<file path="src/rtl/ir_command_controller_pkg.sv">
// Shared definitions for the IR command controller: event codes, frame field
// positions, FSM state type and a constant-time clog2 helper.
package ir_command_controller_pkg;

  localparam logic [1:0] EVT_PRESS   = 2'd0;
  localparam logic [1:0] EVT_REPEAT  = 2'd1;
  localparam logic [1:0] EVT_RELEASE = 2'd2;

  localparam int CMD_LSB  = 0;
  localparam int CMD_MSB  = 6;
  localparam int ADDR_LSB = 7;
  localparam int ADDR_MSB = 11;

  typedef enum logic [1:0] {
    ST_IDLE    = 2'd0,
    ST_CONFIRM = 2'd1,
    ST_HELD    = 2'd2
  } state_t;

  // Bits needed to hold values 0..value-1; never less than 1.
  function automatic int clog2(input longint value);
    int     r;
    longint v;
    r = 0;
    v = value - 1;
    while (v > 0) begin
      r++;
      v = v >> 1;
    end
    return (r < 1) ? 1 : r;
  endfunction

endpackage

</file>
<file path="src/rtl/ir_command_controller_evt_fifo.sv">
// Synchronous event FIFO; an extra pointer bit tells full from empty.
// Head data reads as zero while the FIFO is empty.
module ir_evt_fifo
  import ir_command_controller_pkg::*;
#(
  parameter int WIDTH = 14,
  parameter int DEPTH = 4
) (
  input  logic             clk,
  input  logic             rst_n,
  input  logic             push,
  input  logic             pop,
  input  logic [WIDTH-1:0] din,
  output logic [WIDTH-1:0] dout,
  output logic             full,
  output logic             empty
);

  localparam int AW = clog2(DEPTH);

  logic [WIDTH-1:0] mem [DEPTH];
  logic [AW:0]      wr_ptr;
  logic [AW:0]      rd_ptr;
  logic             do_push;
  logic             do_pop;

  assign empty   = (wr_ptr == rd_ptr);
  assign full    = (wr_ptr[AW] != rd_ptr[AW]) && (wr_ptr[AW-1:0] == rd_ptr[AW-1:0]);
  assign do_pop  = pop & ~empty;
  assign do_push = push & (~full | do_pop);
  assign dout    = empty ? '0 : mem[rd_ptr[AW-1:0]];

  always_ff @(posedge clk or negedge rst_n) begin
    if (!rst_n) begin
      wr_ptr <= '0;
      rd_ptr <= '0;
    end else begin
      if (do_push) wr_ptr <= wr_ptr + 1'b1;
      if (do_pop)  rd_ptr <= rd_ptr + 1'b1;
    end
  end

  always_ff @(posedge clk) begin
    if (do_push) mem[wr_ptr[AW-1:0]] <= din;
  end

endmodule

</file>
<file path="src/rtl/ir_command_controller.sv">
// Turns decoded IR frames into PRESS / REPEAT / RELEASE key events, queued
// in a small FIFO for the application to drain over valid/ready.
module ir_command_controller
  import ir_command_controller_pkg::*;
#(
  parameter bit         ADDR_FILTER_EN = 1'b1,
  parameter logic [4:0] DEV_ADDR       = 5'd1,
  parameter int         CONFIRM_FRAMES = 2,
  parameter int         REPEAT_FRAMES  = 3,
  parameter int         RELEASE_CYCLES = 5_000_000,
  parameter int         EVT_FIFO_DEPTH = 4
) (
  input  logic        clk,
  input  logic        rst_n,
  input  logic [11:0] ir_data,
  input  logic        ir_data_rdy,
  output logic        evt_valid,
  input  logic        evt_ready,
  output logic [1:0]  evt_type,
  output logic [6:0]  evt_cmd,
  output logic [4:0]  evt_addr,
  output logic        evt_overflow,
  output logic        key_held,
  output logic [6:0]  held_cmd
);

  localparam int             TW         = clog2(RELEASE_CYCLES);
  localparam logic [TW-1:0]  TIMER_LAST = TW'(RELEASE_CYCLES - 1);
  localparam logic [3:0]     CONFIRM_N  = 4'(CONFIRM_FRAMES);
  localparam logic [3:0]     REPEAT_N   = 4'(REPEAT_FRAMES);

  state_t         state, state_nxt;
  logic [11:0]    cand, cand_nxt;
  logic [3:0]     cnt, cnt_nxt, rep, rep_nxt;
  logic [3:0]     cnt_inc, rep_inc;
  logic [TW-1:0]  timer;
  logic           rdy_q, fs, af, same, to;
  logic           evt_push;
  logic [1:0]     evt_kind;
  logic [11:0]    evt_frame;
  logic           fifo_full, fifo_empty, fifo_pop;
  logic [13:0]    fifo_din, fifo_dout;

  assign fs      = ir_data_rdy & ~rdy_q;
  assign af      = fs & (!ADDR_FILTER_EN || (ir_data[ADDR_MSB:ADDR_LSB] == DEV_ADDR));
  assign same    = (ir_data == cand);
  assign cnt_inc = cnt + 4'd1;
  assign rep_inc = rep + 4'd1;
  // An accepted frame in the expiry cycle keeps the key alive.
  assign to      = (state != ST_IDLE) && (timer == TIMER_LAST) && !af;

  always_ff @(posedge clk or negedge rst_n) begin
    if (!rst_n) begin
      rdy_q <= 1'b0;
      timer <= '0;
    end else begin
      rdy_q <= ir_data_rdy;
      if (af || state == ST_IDLE) timer <= '0;
      else                        timer <= timer + 1'b1;
    end
  end

  always_ff @(posedge clk or negedge rst_n) begin
    if (!rst_n) begin
      state    <= ST_IDLE;
      cand     <= '0;
      cnt      <= '0;
      rep      <= '0;
      key_held <= 1'b0;
      held_cmd <= '0;
    end else begin
      state    <= state_nxt;
      cand     <= cand_nxt;
      cnt      <= cnt_nxt;
      rep      <= rep_nxt;
      key_held <= (state_nxt == ST_HELD);
      held_cmd <= (state_nxt == ST_HELD) ? cand_nxt[CMD_MSB:CMD_LSB] : '0;
    end
  end

  always_comb begin
    state_nxt = state;
    cand_nxt  = cand;
    cnt_nxt   = cnt;
    rep_nxt   = rep;
    case (state)
      ST_IDLE: if (af) begin
        cand_nxt  = ir_data;
        cnt_nxt   = 4'd1;
        rep_nxt   = '0;
        state_nxt = (CONFIRM_FRAMES == 1) ? ST_HELD : ST_CONFIRM;
      end
      ST_CONFIRM: begin
        if (af && same) begin
          cnt_nxt = cnt_inc;
          if (cnt_inc == CONFIRM_N) begin
            state_nxt = ST_HELD;
            rep_nxt   = '0;
          end
        end else if (af) begin
          cand_nxt = ir_data;
          cnt_nxt  = 4'd1;
        end else if (to) begin
          state_nxt = ST_IDLE;
        end
      end
      ST_HELD: begin
        if (af && same) begin
          rep_nxt = (REPEAT_N != 4'd0 && rep_inc == REPEAT_N) ? 4'd0 : rep_inc;
        end else if (af || to) begin
          state_nxt = ST_IDLE;
        end
      end
      default: state_nxt = ST_IDLE;
    endcase
  end

  always_comb begin
    evt_push  = 1'b0;
    evt_kind  = EVT_PRESS;
    evt_frame = cand;
    case (state)
      ST_IDLE: if (af && CONFIRM_FRAMES == 1) begin
        evt_push  = 1'b1;
        evt_frame = ir_data;
      end
      ST_CONFIRM: evt_push = af && same && (cnt_inc == CONFIRM_N);
      ST_HELD: begin
        if (af && same) begin
          evt_push = (REPEAT_N != 4'd0) && (rep_inc == REPEAT_N);
          evt_kind = EVT_REPEAT;
        end else if (af || to) begin
          evt_push = 1'b1;
          evt_kind = EVT_RELEASE;
        end
      end
      default: evt_push = 1'b0;
    endcase
  end

  assign fifo_din = {evt_kind, evt_frame[CMD_MSB:CMD_LSB], evt_frame[ADDR_MSB:ADDR_LSB]};
  assign fifo_pop = evt_valid & evt_ready;

  ir_evt_fifo #(
    .WIDTH (14),
    .DEPTH (EVT_FIFO_DEPTH)
  ) u_evt_fifo (
    .clk   (clk),
    .rst_n (rst_n),
    .push  (evt_push),
    .pop   (fifo_pop),
    .din   (fifo_din),
    .dout  (fifo_dout),
    .full  (fifo_full),
    .empty (fifo_empty)
  );

  assign evt_valid = ~fifo_empty;
  assign evt_type  = fifo_dout[13:12];
  assign evt_cmd   = fifo_dout[11:5];
  assign evt_addr  = fifo_dout[4:0];

  always_ff @(posedge clk or negedge rst_n) begin
    if (!rst_n) evt_overflow <= 1'b0;
    else        evt_overflow <= evt_push & fifo_full & ~fifo_pop;
  end

endmodule

</file>
<file path="config.mk">
export PLATFORM = sky130hd
export DESIGN_NAME = ir_command_controller
export DESIGN_NICKNAME = d
export VERILOG_FILES = /design/src/rtl/ir_command_controller_pkg.sv /design/src/rtl/ir_command_controller_evt_fifo.sv /design/src/rtl/ir_command_controller.sv
export SDC_FILE = /design/constraint.sdc
export NUM_CORES = 1
export LEC_CHECK = 0
export CAP_MARGIN = 10
export CORE_MARGIN = 2
export CORE_UTILIZATION = 53
export CTS_CLUSTER_SIZE = 28
export DETAILED_ROUTE_END_ITERATION = 7
export PLACE_DENSITY = 0.76
export REMOVE_ABC_BUFFERS = 1
export SKIP_LAST_GASP = 1
export SLEW_MARGIN = 20
export SYNTH_ARGS = -nofsm -noshare
export SYNTH_HDL_FRONTEND = slang
export SYNTH_SLANG_ARGS = --single-unit
</file>
<file path="constraint.sdc">
create_clock -name clk -period 2.7 [get_ports clk]
set_input_delay 0.54 -clock clk [delete_from_list [all_inputs] [get_ports clk]]
set_output_delay 0.54 -clock clk [all_outputs]
set_load 0.1 [all_outputs]
</file>
Yosys cells after proc, flatten, opt, wreduce, memory -nomap -nowiden
Memory sizes are Yosys's and may differ from the RTL's.
Cells that the tools add are included.
{ "op_classes": {"add_sub_neg": 5, "eq_ne": 16, "mux": 31, "bitwise": 12, "n_reduce_logical": 14} }
{ "op_table": {"columns": ["cell", "count"], "rows": [
  ["$mux 4", 7],
  ["$mux 12", 2],
  ["$pmux 12 s2", 1],
  ["$add 23x1->23 const B", 1],
  ["$eq 23x23->1 const B", 1],
  ["$mux 23", 1],
  ["$mux 2", 10],
  ["$mux 14", 1],
  ["$eq 12x12->1", 1],
  ["$pmux 4 s3", 1],
  ["$ne 2x2->1 const B", 5],
  ["$add 4x1->4 const B", 2],
  ["$eq 4x2->1 const B", 2],
  ["$pmux 4 s2", 1],
  ["$and 1x1->1", 7],
  ["$mux 7", 1],
  ["$add 3x1->3 const B", 2],
  ["$pmux 2 s3", 1],
  ["$eq 5x1->1 const B", 1],
  ["$logic_and 1x1->1", 5],
  ["$reduce_and 5->1", 1],
  ["$eq 2x2->1 const B", 2],
  ["$mux 1", 4],
  ["$not 1->1", 4],
  ["other kinds (12)", 14]
]} }
{ "totals": {"ff_bits": 61, "mem_bits_rw": 56, "input_bits": 16, "out_inout_bits": 24, "wordCells": 91, "memories": 1} }
{ "mem_list": {"columns": ["memory", "words", "word_bits", "read_ports", "rd_clocked_by_memory_dff", "wr", "line", "text"], "rows": [
  ["u_evt_fifo.mem", 4, 14, 1, 0, 1, "ir_command_controller_evt_fifo.sv:21", "logic [WIDTH-1:0] mem [DEPTH];"]
]} }

Logic depth before layout (Yosys ltp)
Gate-level depths: netlist of run 1.
{ "logic_depth": {"ltp_word": 12, "ltp_mapped": 8, "ltp_nobuf": 8} }

By module
From an unflattened synthesis of run 1, not the netlist that was laid out.
{ "hier_totals": {"cells_unflattened": 413, "area_unflattened_um2": 5561.6} }
{ "by_module_without_submodules": {"columns": ["module", "n_inst", "cells_each", "area_each_um2", "seq_area_each_um2"], "rows": [
  ["ir_command_controller", 1, 289, 2994.1, 1376.3],
  ["ir_evt_fifo", 1, 124, 2567.5, 1831.8]
]} }

Worst setup path after synthesis of run 1
OpenSTA, ideal clock, no wires.
{ "synth_path": {"path_kind": "register -> output", "from": "reg u_evt_fifo.rd_ptr[0]", "to": "out evt_addr[4]", "arrival_time_ns": 2.869, "required_ns": 2.160, "setup_slack_ns": -0.709, "stages_incl_launch_ff": 6, "n_path_buf": 2, "cell_sequence": "dfrtp_1 -> clkbuf_1 -> xnor2_1 -> nand3_1 -> clkbuf_1 -> and2_1"} }
{ "synth_between": {"elab_chain_len": 2, "word_cells_on_any_way": 3, "classes_between": "1 x eq/ne; 1 x mux; 1 x memory"} }
{ "synth_rtl": {"columns": ["element", "line", "text"], "rows": [
  ["start: declaration", "ir_command_controller_evt_fifo.sv:23", "logic [AW:0] rd_ptr;"],
  ["start signal: assignment", "ir_command_controller_evt_fifo.sv:39", "if (do_pop) rd_ptr <= rd_ptr + 1'b1;"],
  ["$mem_v2 4x14 or $eq 3x3->1 (tied branches)", null, null],
  ["$mux 14 *", "ir_command_controller_evt_fifo.sv:31", "assign dout = empty ? '0 : mem[rd_ptr[AW-1:0]];"],
  ["end: declaration", "ir_command_controller.sv:21", "output logic [4:0] evt_addr,"]
]} }
Mark *: on every way between the ends. The rest lies on a longest branch, timed or not.

Worst setup path after layout of run 1
{ "layout_path": {"from": "in ir_data[11]", "to": "mem u_evt_fifo.mem[1][5] (enable)"} }
{ "layout_between": {"elab_chain_len": 11, "word_cells_on_any_way": 14, "classes_between": "2 x eq/ne; 5 x mux; 2 x bitwise; 5 x reduce/logical"} }
{ "layout_rtl": {"columns": ["element", "line", "text"], "rows": [
  ["start: declaration", "ir_command_controller.sv:15", "input logic [11:0] ir_data,"],
  ["$eq 5x1->1", "ir_command_controller.sv:45", "assign af = fs & (!ADDR_FILTER_EN || (ir_data[ADDR_MSB:ADDR_LSB] == DEV_ADDR));"],
  ["$and 1x1->1", "ir_command_controller.sv:45", null],
  ["$logic_not 1->1", "ir_command_controller.sv:50", "assign to = (state != ST_IDLE) && (timer == TIMER_LAST) && !af;"],
  ["$logic_and 1x1->1", "ir_command_controller.sv:50", null],
  ["$logic_or 1x1->1", "ir_command_controller.sv:132", "end else if (af || to) begin"],
  ["$mux 1", "ir_command_controller.sv:132", null],
  ["$mux 1", "ir_command_controller.sv:129", "if (af && same) begin"],
  ["$pmux 1 s2 *", "ir_command_controller.sv:122", "case (state)"],
  ["$and 1x1->1 *", "ir_command_controller_evt_fifo.sv:30", "assign do_push = push & (~full | do_pop);"],
  ["$mux 1 *", "ir_command_controller_evt_fifo.sv:44", "if (do_push) mem[wr_ptr[AW-1:0]] <= din;"],
  ["$mux 1 (not written as such) *", "ir_command_controller_evt_fifo.sv:44", null],
  ["end: declaration", "ir_command_controller_evt_fifo.sv:21", null]
]} }
Marked as above.

==> impl_metrics.env, run 1 <==
export IMPL_outcome="finished, final reports clean"
export IMPL_dp_hpwl_mm=8.16
export IMPL_switching_power_mw=2.22
export IMPL_seqPwrFrac_pct=31.9
export IMPL_wl_per_cell_um=18.5
export IMPL_skew_ns=0.00701
export IMPL_initial_utilization_pct=55.1
export IMPL_dp_cells=630
export IMPL_track_usage_pct=23.7
export IMPL_p_per_area_nw_per_um2=896
export IMPL_ant_nets=0
export IMPL_rows=36
export IMPL_irDropWorstVdd_mv=0.760
export IMPL_portBuffers=39
export IMPL_via_per_inst=5.74
export IMPL_synth_cell_type_count=49
export IMPL_dr_pass1_iters=5
export IMPL_finalPower_mw=6.45
export IMPL_post_synth_instance_area_um2=5440
export IMPL_whs_ns=0.483
export IMPL_synth_cells=426
export IMPL_cp_required_ns=2.92
export IMPL_drc=0
export IMPL_ys_flop_type="dfrtp_1"
export IMPL_ys_ff_latch=117
export IMPL_relSlewSlack_pct=48.5
export IMPL_final_common_cell="dfrtp_1"
export IMPL_cts_inserted_buffers=17
export IMPL_seq_area_frac_synth_pct=59.0
export IMPL_cts_tree="built"
export IMPL_p_comb_share_pct=33.5
export IMPL_final_area_um2=7190
export IMPL_cts_clk_slew_worst_paths_ns=0.06
export IMPL_max_freq_mhz=373
export IMPL_htree_levels=4
export IMPL_fillers=619
export IMPL_fp_dieW_um=105
export IMPL_nets=549
export IMPL_gp_congestion=0.848
export IMPL_p_int_mw=4.22
export IMPL_cts_root_buf="clkbuf_8"
export IMPL_arrival_ns=2.90
export IMPL_ioPinCount=40
export IMPL_fin_crit_ns=2.68
export IMPL_final_cell_mix="dfrtp_1 (60), edfxtp_1 (56), buf_4 (53)"
export IMPL_clock_sinks=117
export IMPL_grt_pass1_wl_mm=20.0
export IMPL_ys_async_sr_fraction_pct=52.1
export IMPL_clk_latency_ns=0.51
export IMPL_cts_buffer_depth=2
export IMPL_rsz0062_at_grt="yes"
export IMPL_hp_class="in2async"
export IMPL_cp_end_kind="flop"
export IMPL_grt_pass1_vias=3947
export IMPL_synth_edff_count=56
export IMPL_synthToLayoutAreaGrowth_pct=32.3
export IMPL_vias=3819
export IMPL_finalWirelength_mm=12.3
export IMPL_dieArea_um2=11100
export IMPL_crit_fanout=14
export IMPL_fin_crit_sh_pct=99.3
export IMPL_hold_viol_final=0
export IMPL_grt_overflow_total=0
export IMPL_num_antenna_cells=0
export IMPL_placed_cell_area_um2=6490
export IMPL_coreArea_um2=9860
export IMPL_finalSetupViolations=0
export IMPL_drv_cap=0
export IMPL_yosys_warnings=0
export IMPL_die_h_um=105
export IMPL_p_leak_nw=2.91
export IMPL_fin_cells=665
export IMPL_swShare_pct=34.5
export IMPL_slew_violations=0
export IMPL_antenna_found_initial=0
export IMPL_drt_iter0_markers=243
export IMPL_worst_slew_pin_slew_ns=0.768
export IMPL_path_class="in2reg"
export IMPL_layout_drive_gt1_share_pct=27.3
export IMPL_avgSynthCellArea_um2=12.8
export IMPL_grt_max_degree=29
export IMPL_cp_start_kind="primary input"
export IMPL_p_clk_share_pct=34.6
==> power by group through the flow <==
stage	Sequential, mW	Combinational [mW]	Clock (mW)
2_1_floorplan	2.15	1.22	0
3_3_place_gp	2.07	2.08	0
3_5_place_dp	2.08	2.13	0
4_1_cts	2.05	2.16	2.25
5_1_grt	2.06	2.28	2.34
6_report	2.05	2.16	2.23
==> state kept, by name, indices dropped and copies added, names as in the netlist, 3 cells and up <==
signal	count
u_evt_fifo.mem	56
cand	12
timer	23
rep	4
u_evt_fifo.rd_ptr	3
u_evt_fifo.wr_ptr	3
held_cmd	7
cnt	4
==> per-stage QoR <==
step	setup slack, ns	util (%)	setup TNS (ns)
3_5_place_dp	-0.569	65.8	-39.14
3_3_place_gp	-0.488	65.8	-31.85
2_1_floorplan	-0.732	-	-30.56
4_1_cts	0.00411	72.4	0
5_1_grt	-0.0628	72.9	-2.48
6_report	0.0183	72.9	0
==> cell usage after synthesis (5+ instances only) <==
library cell	count	area share, %
dfrtp_1	61	28
edfxtp_1	56	31
nand2_1	32	2.2
nor2_1	31	2.1
xnor2_1	27	4.4
and2_1	19	2.2
nand3_1	15	1.4
ha_1	14	3.2
mux4_2	14	5.8
nand4_1	14	1.6
inv_1	13	0.90
xor2_1	13	2.1
clkbuf_1	12	0.83
a22oi_1	8	1.1
nor3_1	8	0.74
o211ai_1	8	1.1
and3b_1	7	1.1
nor2b_1	7	0.81
and3_1	6	0.69
nor4_1	5	0.58
o31ai_1	5	0.69
==> layout make-up <==
| type | count | area [µm²] | area share (%) |
|---|---|---|---|
| Clock buffer | 17 | 414 | 5.76 |
| Clock inverter | 15 | 179 | 2.49 |
| Inverter | 13 | 48.8 | 0.678 |
| Multi-Input combinational cell | 280 | 2200 | 30.6 |
| Sequential cell | 117 | 3210 | 44.6 |
| Tap cell | 133 | 166 | 2.31 |
| Timing Repair Buffer | 90 | 975 | 13.6 |
==> routing by layer <==
metal / part of all wire, % / vias to the layer above / routed length [µm] / global-route usage, %
li1: - / 1762 / - / -
met3: 5.3 / 24 / 657 / 5.63
met5: 0 / - / 0 / 0
met1: 39 / 1897 / 4830 / 28.8
met2: 54 / 136 / 6630 / 41.6
met4: 1.7 / 0 / 207 / 8.00
==> critical path, cell delays in order <==
cell and delay [ns]:
clkdlybuf4s50_1 0.51, xnor2_1 0.14, nand4_1 0.19, or3_4 0.44
or4_4 0.53, a21oi_4 0.20, and2_4 0.19, buf_12 0.14
==> worst paths after layout <==
| path | slack, ns | end | cells past startpoint | from |
|---|---|---|---|---|
| min reg2reg | 0.50 | u_evt_fifo.wr_ptr[2] | 1 | u_evt_fifo.wr_ptr[2] |
| min | 0.48 | timer[16] | 2 | rst_n |
| max in group asynchronous | 1.48 | cand[7] | 3 | rst_n |
| min in group clk | 0.50 | u_evt_fifo.wr_ptr[2] | 1 | u_evt_fifo.wr_ptr[2] |
| max | 0.02 | u_evt_fifo.mem[1][5] | 8 | ir_data[11] |
| max reg2reg | 0.07 | u_evt_fifo.mem[1][5] | 7 | cand[0] |
==> logic make-up after synthesis <==
logic type               after synthesis  share of synthesized area (%)
AND/OR/NAND/NOR                      162                           15.9
flip-flops                           117                           59.0
XOR/XNOR                              40                           6.45
buffers and inverters                 29                           2.07
adder cells (fa/ha/maj)               14                           3.22
multiplexers                          16                           6.22
AO/OA/AOI/OAI                         48                           7.11
==> what timing repair did <==
| action | CTS | global route |
|---|---|---|
| setup buffers | 1 | 1 |
| hold buffers | 1 | 0 |
| resized for setup | 10 | 8 |
| pin swaps | 2 | 7 |
| endpoints found under the hold margin | 16 | 0 |
| endpoints found under the setup margin | 65 | 71 |
Power figures use the tool's default switching activity.
==> run 2, diff against run 1 <==
GPL_TIMING_DRIVEN = 0   (was unset)
==> run 2 against run 1 <==
Net effect: the run now ends with setup timing left; worst hold slack got worse by 0.070 ns; sequential power increased by 3%; critical path type is now reg2reg; critical endpoint is now held_cmd[5]; global-route usage decreased by 1.9 points.
==> impl_metrics.env, run 2 (synthesis results as in run 1) <==
export IMPL_violations="setup timing"
export IMPL_drc=0
export IMPL_utilization_pct=70.3
export IMPL_outcome="finished with violations"
export IMPL_gp_congestion=0.816
export IMPL_slew_violations=0
export IMPL_rsz0062_at_grt="yes"
export IMPL_final_area_um2=6930
export IMPL_hold_viol_final=0
export IMPL_clock_sinks=117
export IMPL_p_per_area_nw_per_um2=890
export IMPL_ant_nets=0
export IMPL_path_class="reg2reg"
export IMPL_multiInputGateArea_um2=2310
export IMPL_nets=526
export IMPL_final_common_cell="edfxtp_1"
export IMPL_regArea_um2=3230
export IMPL_vias=3768
export IMPL_cp_required_ns=3.14
export IMPL_dp_hpwl_mm=6.92
export IMPL_via_per_inst=5.87
export IMPL_cp_end_kind="flop"
export IMPL_hp_class="in2async"
export IMPL_cts_clk_slew_worst_paths_ns=0.06
export IMPL_drt_iter0_markers=281
export IMPL_cp_start_kind="flop"
export IMPL_drv_cap=0
export IMPL_die_h_um=105
export IMPL_wl_per_cell_um=18.6
export IMPL_fp_dieW_um=105
export IMPL_arrival_ns=3.18
export IMPL_initial_utilization_pct=55.1
export IMPL_max_freq_mhz=366
export IMPL_grt_overflow_total=0
export IMPL_portBuffers=39
export IMPL_reg2reg_from="cand[11]"
export IMPL_cts_root_buf="clkbuf_8"
export IMPL_reg2reg_slack_ns=-0.03
export IMPL_rows=36
export IMPL_cts_buffer_depth=2
export IMPL_clk_latency_ns=0.52
export IMPL_p_leak_nw=2.77
export IMPL_finalSetupViolations=54
export IMPL_fin_crit_sh_pct=101
export IMPL_worst_slew_pin_slew_ns=0.978
export IMPL_final_setup_tns_ns=-0.516
export IMPL_num_antenna_cells=0
export IMPL_coreArea_um2=9860
export IMPL_dr_pass1_iters=4
export IMPL_skew_ns=0.00897
export IMPL_synthToLayoutAreaGrowth_pct=27.5
export IMPL_final_cell_mix="edfxtp_1 (56), dfrtp_1 (51), nand2_1 (31), nor2_1 (31), buf_4 (26)"
export IMPL_crit_start="cand[11]"
export IMPL_crit_fanout=8
export IMPL_ioPinCount=40
export IMPL_fin_ws_ns=-0.0348
export IMPL_layout_drive_gt1_share_pct=25.5
export IMPL_antenna_found_initial=0
export IMPL_fin_crit_ns=2.73
export IMPL_dieArea_um2=11100
export IMPL_relSlewSlack_pct=34.6
export IMPL_placed_cell_area_um2=5950
export IMPL_htree_levels=4
export IMPL_largest_reg_flops=56
export IMPL_grt_pass1_wl_mm=18.5
export IMPL_grt_max_degree=50
export IMPL_cts_inserted_buffers=17
export IMPL_irDropWorstVdd_mv=0.721
export IMPL_grt_pass1_vias=3625
export IMPL_cts_tree="built"
export IMPL_track_usage_pct=21.9
export IMPL_fillers=644
export IMPL_finalWirelength_mm=11.9
run 2: report_power, final:
| part | internal, mW | switching (mW) | leakage, nW | total (mW) |
|---|---|---|---|---|
| clock network | 1.34 | 0.857 | 0.286 | 2.19 |
| logic | 0.613 | 1.25 | 1.11 | 1.86 |
| registers | 1.98 | 0.138 | 1.37 | 2.12 |
run 2: cell type report:
| class | instances | area share, % |
|---|---|---|
| clock buffers | 17 | 5.98 |
| clock inverters | 15 | 2.42 |
| inverters | 13 | 0.704 |
| multi-input cells | 285 | 33.4 |
| flip-flops and latches | 117 | 46.5 |
| well taps | 133 | 2.40 |
| repair buffers | 62 | 8.59 |
run 2: path summary, 6_finish.rpt:
check,end,cells past startpoint
hold / removal,u_evt_fifo.wr_ptr[0],2
hold reg to reg,u_evt_fifo.mem[0][5],0
setup reg to reg,held_cmd[5],9
setup / recovery,held_cmd[5],9
max in group asynchronous,cand[5],3
min in group clk,cand[1],3
run 2: timing repair:
item,CTS,global route
hold buffers,1,0
gates cloned,4,1
endpoints found under the setup margin,101,83
hold endpoints to repair,12,0
buffers inserted,7,14
pin swaps,8,7
resized for setup,103,49
run 2: layer usage:
layer / up-vias / part of all wire, % / track usage [%]
met4: 0 / 2.7 / 8.86
met3: 29 / 5.3 / 5.26
met1: 1911 / 39 / 26.8
met2: 109 / 53 / 37.3
li1: 1719 / - / -
met5: - / 0 / 0
run 2: critical path, cell delays in order, from the launching register on:
cell and delay, ns:
dfrtp_2 0.44, xnor2_2 0.14, nand4_1 0.22, or3_4 0.44
buf_4 0.15, buf_4 0.15, nor4_1 0.50, o211ai_1 0.18
buf_4 0.20, and3b_1 0.24
run 2: metrics by stage:
| step | hold WS [ns] | std cells | setup WS [ns] | power, mW |
|---|---|---|---|---|
| after detailed placement | 0.414 | 583 | -1.49 | 3.76 |
| after CTS | 0.404 | 627 | -0.0904 | 5.89 |
| after global placement | 0.476 | 582 | -1.49 | 3.73 |
| after global routing | 0.421 | 642 | -0.0631 | 6.39 |
| final | 0.413 | 642 | -0.0348 | 6.17 |
| after floorplan | 0.244 | 410 | -0.732 | 3.36 |
==> run 3, diff against run 2 <==
ABC_AREA = 0   (was unset)
==> results of run 3 <==
Same layout as run 2: the final DEF is identical, and so are final timing and power.
